$ cat config.mk
export PLATFORM = sky130hd
export DESIGN_NAME = video_timing
export DESIGN_NICKNAME = d
export VERILOG_FILES = /design/src/rtl/video_pkg.sv /design/src/rtl/delay_line.sv /design/src/rtl/video_timing.sv
export SDC_FILE = /design/constraint.sdc
export NUM_CORES = 1
export LEC_CHECK = 0
export BUFFER_PORTS_ARGS = -buffer_cell sky130_fd_sc_hd__clkbuf_2
export CAP_MARGIN = 20
export CORE_MARGIN = 1
export CORE_UTILIZATION = 58
export DETAILED_ROUTE_END_ITERATION = 10
export GPL_TIMING_DRIVEN = 1
export MAX_ROUTING_LAYER = met4
export PLACE_DENSITY = 0.83
export SYNTH_ARGS = -nofsm -noshare
export SYNTH_HDL_FRONTEND = slang
export SYNTH_SLANG_ARGS = --single-unit
$ cat constraint.sdc
create_clock -name clk -period 6.04 [get_ports clk]
set_clock_uncertainty 0.2 [all_clocks]
set_input_delay 1.208 -clock clk [delete_from_list [all_inputs] [get_ports clk]]
set_output_delay 1.208 -clock clk [all_outputs]
set_load 0.01 [all_outputs]
$ cat src/rtl/video_pkg.sv
// Shared timing constants for the 8 MHz monochrome video path.
// PIPE_DELAY is also used by the video RAM fetch/shift stage.
package video_pkg;

  localparam int X_W = 9;
  localparam int Y_W = 8;
  localparam int V_W = 9;

  localparam int PIPE_DELAY = 2;

  localparam int H_VISIBLE_DEF    = 320;
  localparam int H_TOTAL_DEF      = 512;
  localparam int H_SYNC_START_DEF = 384;
  localparam int H_SYNC_WIDTH_DEF = 38;
  localparam int V_VISIBLE_DEF    = 200;
  localparam int V_TOTAL_DEF      = 312;
  localparam int V_SYNC_START_DEF = 256;
  localparam int V_SYNC_WIDTH_DEF = 3;

  function automatic bit windowFits(int start, int width, int total);
    return (start + width) <= total;
  endfunction

endpackage

$ cat src/rtl/delay_line.sv
// Parameterised shift register with async active-low clear; DEPTH=0 is a wire.
module delay_line #(
  parameter int WIDTH = 1,
  parameter int DEPTH = 2
) (
  input  logic             clk,
  input  logic             resetN,
  input  logic [WIDTH-1:0] din,
  output logic [WIDTH-1:0] dout
);

  generate
    if (DEPTH == 0) begin : g_pass
      assign dout = din;
    end else begin : g_shift
      logic [WIDTH-1:0] stages [DEPTH];

      always_ff @(posedge clk or negedge resetN) begin
        if (!resetN) begin
          for (int i = 0; i < DEPTH; i++) stages[i] <= '0;
        end else begin
          stages[0] <= din;
          for (int i = 1; i < DEPTH; i++) stages[i] <= stages[i-1];
        end
      end

      assign dout = stages[DEPTH-1];
    end
  endgenerate

endmodule

$ cat src/rtl/video_timing.sv
// Raster timing generator: pixel coordinates, visible window, syncs aligned
// to the fetch/shift latency, and a one-shot vertical-blank interrupt.
module video_timing
  import video_pkg::*;
#(
  parameter int H_VISIBLE    = H_VISIBLE_DEF,
  parameter int H_TOTAL      = H_TOTAL_DEF,
  parameter int H_SYNC_START = H_SYNC_START_DEF,
  parameter int H_SYNC_WIDTH = H_SYNC_WIDTH_DEF,
  parameter int V_VISIBLE    = V_VISIBLE_DEF,
  parameter int V_TOTAL      = V_TOTAL_DEF,
  parameter int V_SYNC_START = V_SYNC_START_DEF,
  parameter int V_SYNC_WIDTH = V_SYNC_WIDTH_DEF,
  parameter int SYNC_DELAY   = PIPE_DELAY
) (
  input  logic           clk,
  input  logic           resetN,
  output logic [X_W-1:0] x,
  output logic [Y_W-1:0] y,
  output logic           visible,
  output logic           hsync,
  output logic           vsync,
  output logic           hsyncDelayed,
  output logic           vsyncDelayed,
  output logic           irqVblank,
  input  logic           irqAck,
  output logic           irqPending
);

  if (!windowFits(H_SYNC_START, H_SYNC_WIDTH, H_TOTAL)) begin : g_hsync_chk
    $error("video_timing: hsync window exceeds H_TOTAL");
  end
  if (!windowFits(V_SYNC_START, V_SYNC_WIDTH, V_TOTAL)) begin : g_vsync_chk
    $error("video_timing: vsync window exceeds V_TOTAL");
  end
  if (H_TOTAL > 512 || V_TOTAL > 512 || V_VISIBLE > 256) begin : g_size_chk
    $error("video_timing: raster size exceeds counter widths");
  end

  logic [X_W-1:0] hCount;
  logic [V_W-1:0] vCount;
  logic           running;
  logic           lineEnd;
  logic           frameEnd;
  logic           vblankNext;
  logic [1:0]     syncDly;

  assign lineEnd    = (int'(hCount) == H_TOTAL - 1);
  assign frameEnd   = (int'(vCount) == V_TOTAL - 1);
  assign vblankNext = running && lineEnd && (int'(vCount) == V_VISIBLE - 1);

  // Counters hold on the edge that starts the generator, then free-run.
  // irqPending is also re-set while the pulse is high, so an ack that
  // overlaps the pulse never loses the interrupt.
  always_ff @(posedge clk or negedge resetN) begin
    if (!resetN) begin
      hCount     <= '0;
      vCount     <= '0;
      running    <= 1'b0;
      irqVblank  <= 1'b0;
      irqPending <= 1'b0;
    end else begin
      running <= 1'b1;
      if (running) begin
        if (lineEnd) begin
          hCount <= '0;
          vCount <= frameEnd ? '0 : vCount + 1'b1;
        end else begin
          hCount <= hCount + 1'b1;
        end
      end
      irqVblank  <= vblankNext;
      irqPending <= vblankNext | irqVblank | (irqPending & ~irqAck);
    end
  end

  assign x       = hCount;
  assign y       = vCount[Y_W-1:0];
  assign visible = running && (int'(hCount) < H_VISIBLE) && (int'(vCount) < V_VISIBLE);
  assign hsync   = running && (int'(hCount) >= H_SYNC_START)
                           && (int'(hCount) <  H_SYNC_START + H_SYNC_WIDTH);
  assign vsync   = running && (int'(vCount) >= V_SYNC_START)
                           && (int'(vCount) <  V_SYNC_START + V_SYNC_WIDTH);

  delay_line #(
    .WIDTH(2),
    .DEPTH(SYNC_DELAY)
  ) u_sync_delay (
    .clk   (clk),
    .resetN(resetN),
    .din   ({hsync, vsync}),
    .dout  (syncDly)
  );

  assign hsyncDelayed = syncDly[1];
  assign vsyncDelayed = syncDly[0];

endmodule

==> impl_metrics.env <==
export IMPL_synth_edff_count=0
export IMPL_hold_viol=0
export IMPL_p_per_area_nw_per_um2=228
export IMPL_grt_pass1_vias=983
export IMPL_coreArea_um2=2210
export IMPL_ys_seq_area_frac=0.460
export IMPL_setup_tns_ns=0
export IMPL_top_layer="met4"
export IMPL_post_cts_resized=0
export IMPL_cp_num_buf_inv=1
export IMPL_numCtsBuffers=3
export IMPL_place_area_um2=1440
export IMPL_crit_path_top_delay_cell="a2111oi_0"
export IMPL_rows=17
export IMPL_min_from="u_sync_delay.g_shift.stages[2]"
export IMPL_tritoncts="done"
export IMPL_period_needed_ns=3.30
export IMPL_synth_top_cell_area_share=0.460
export IMPL_rsz0062_at_grt="false"
export IMPL_grt_first_pass_wirelength_mm=4.35
export IMPL_drtIter0Drc=13
export IMPL_critPathLaunchType="register"
export IMPL_yosysWarnings=0
export IMPL_io_pins=27
export IMPL_cpLargestDelayFamily="compound AO/OA/AOI/OAI gates"
export IMPL_drive_gt1_frac=0.289
export IMPL_async_flop_share=1.00
export IMPL_yosys_area_top_type="dfrtp_1"
export IMPL_synth_cell_types=49
export IMPL_cts_sinks=25
export IMPL_die_area_um2=2540
export IMPL_fmax_mhz=303
export IMPL_arrival_ns=1.89
export IMPL_hp_class="reg -> reg"
export IMPL_leakage_nw=0.691
export IMPL_grt_max_degree=26
export IMPL_ir_drop_uv=180
export IMPL_clkTransAtPathRegs_ns=0.15
export IMPL_synthFlopType="dfrtp_1"
export IMPL_worstPathRequired_ns=4.63
export IMPL_wl_met3_um=91
export IMPL_endpoint_kind="primary output"
export IMPL_outcome="finished clean"
export IMPL_vias=1032
export IMPL_antenna_found_initial=0
export IMPL_wl_per_cell_um=14.0
export IMPL_layout_commonest_cell="clkbuf_2"
export IMPL_viasPerCell=5.83
export IMPL_setup_viol=0
export IMPL_drcViolationCount=0
export IMPL_diodes=0
export IMPL_synth_seq_cells=25
export IMPL_ys_top_cells_by_area="dfrtp_1 (46%), buf_4 (4.4%), ha_1 (3.7%)"
export IMPL_final_cell_mix="clkbuf_2 (26), dfrtp_1 (25), nand2_1 (13), inv_1 (6), o21ai_0 (6)"
export IMPL_max_cap_viol_count=0
export IMPL_postSynthAreaPerCell_um2=10.4
export IMPL_crit_chain="a211o_1 -> a2111oi_0 -> clkbuf_2"
export IMPL_place_hpwl_mm=1.78
export IMPL_syn_instance_count=131
export IMPL_critPathKind="reg -> out"
export IMPL_fin_nets=157
export IMPL_final_core_util=0.665
export IMPL_insertion_delay_ns=0.32
export IMPL_drt_pass1_iter_count=4
export IMPL_overflow=0
export IMPL_fillers=186
export IMPL_cts_max_level=1
export IMPL_critPathMaxFanout=7
export IMPL_cts_setup_buffers=0
export IMPL_r2r_start="x[1]"
export IMPL_syn_to_final_growth_pct=8.00
export IMPL_rrSetupSlack_ns=3.57
export IMPL_min_path_cells=0
export IMPL_postLayoutCellArea_um2=1470
export IMPL_cts_root_buf="clkbuf_4"
export IMPL_fp_dieW_um=50.4
export IMPL_worst_slew_pin_transition_ns=0.575
export IMPL_io_buffers=26
export IMPL_clockBufferDepth=2
export IMPL_slowest_delay_ns=0.56
export IMPL_finalCritPeriodShare=0.546
export IMPL_drt_total_wl_mm=2.48
export IMPL_syn_num_nets=138
export IMPL_netlist_area_um2=1360
export IMPL_r2r_end="vCount[8]"
export IMPL_met2_length_mm=1.19
export IMPL_relSlewSlack=0.607
export IMPL_hold_buffers=0
export IMPL_drv_slew=0
export IMPL_min_to="u_sync_delay.dout[0]"
export IMPL_start_util=0.615
export IMPL_drt_met1_wl_mm=1.17
export IMPL_ant_nets=0
export IMPL_grt_total_usage=0.238
export IMPL_die_h_um=50.4
export IMPL_place_gp_congestion=0.852
export IMPL_reg2reg_depth=8
==> worst max path at each step <==
| stage | cells after the start | slack, ns | endpoint | startpoint |
|---|---|---|---|---|
| after floorplan | 2 | 3.10 | hsync | x[2] |
| after global placement | 4 | 3.16 | vsync | vCount[5] |
| after detailed placement | 3 | 3.12 | hsync | x[2] |
| after CTS | 3 | 2.74 | hsync | x[2] |
| after global routing | 3 | 2.64 | hsync | x[2] |
| final | 3 | 2.74 | hsync | x[2] |
==> per-layer routing <==
layer | global-route usage | up-vias
met1 | 0.323 | 505
met2 | 0.344 | 24
li1 | - | 499
met3 | 0.0394 | 4
met4 | 0.120 | 0
met5 | - | -
==> final cells by class <==
type	instances	area [um2]	area share
Clock buffer	3	22.5	0.0153
Clock inverter	1	7.51	0.00511
Inverter	7	26.3	0.0179
Multi-Input combinational cell	87	623	0.424
Sequential cell	25	626	0.426
Tap cell	28	35.0	0.0238
Timing Repair Buffer	26	130	0.0885
==> power by group <==
group | internal (mW) | total, mW | switching, mW
Clock | 0.0253 | 0.0765 | 0.0512
Sequential | 0.182 | 0.204 | 0.0225
Combinational | 0.0235 | 0.0543 | 0.0308
==> worst register-to-register path, cell delays in order, from the launching register on <==
cell and delay, ns:
dfrtp_1 0.44, ha_1 0.23, nand2_1 0.08, nor2_1 0.12
and3_1 0.17, ha_1 0.33, nand2_2 0.19, o41ai_1 0.43
a211oi_1 0.14
==> through the flow <==
stage	instances	hold slack [ns]	worst slack [ns]	total power [mW]
after floorplan	131	0.131	3.10	0.235
after global placement	173	0.142	3.16	0.258
after detailed placement	173	0.138	3.12	0.262
after CTS	177	0.172	2.74	0.339
after global routing	177	0.181	2.64	0.355
final	177	0.170	2.74	0.335
==> state kept, by name (all words and copies together), names as in the netlist <==
register / cells
x: 9
u_sync_delay.g_shift.stages: 2
irqPending: 1
u_sync_delay.dout: 2
irqVblank: 1
running: 1
vCount: 9
==> cells in the mapped netlist (2+ instances only) <==
cell / instances
dfrtp_1: 25
nand2_1: 13
buf_4: 8
inv_1: 6
o21ai_0: 6
nand3_1: 5
o21ai_1: 5
a211o_1: 4
a21oi_1: 4
ha_1: 4
buf_2: 3
nand2b_1: 3
nand4_1: 3
or4_1: 3
mux2i_1: 2
nand3b_1: 2
nor2_1: 2
xnor2_1: 2
==> kinds of logic (layout without fill, tap and decap cells) <==
family,count (synthesis),in the layout,share of synthesized area
muxes,3,3,0.0230
buffers and inverters,19,37,0.0827
adders and majority gates,4,4,0.0368
DFF,25,25,0.460
AOI/OAI and AO/OA,29,29,0.151
other,1,1,0.00275
and+or+nand+nor,47,47,0.225
xor gates and xnor gates,3,3,0.0193
(Power assumes the default switching activity.)
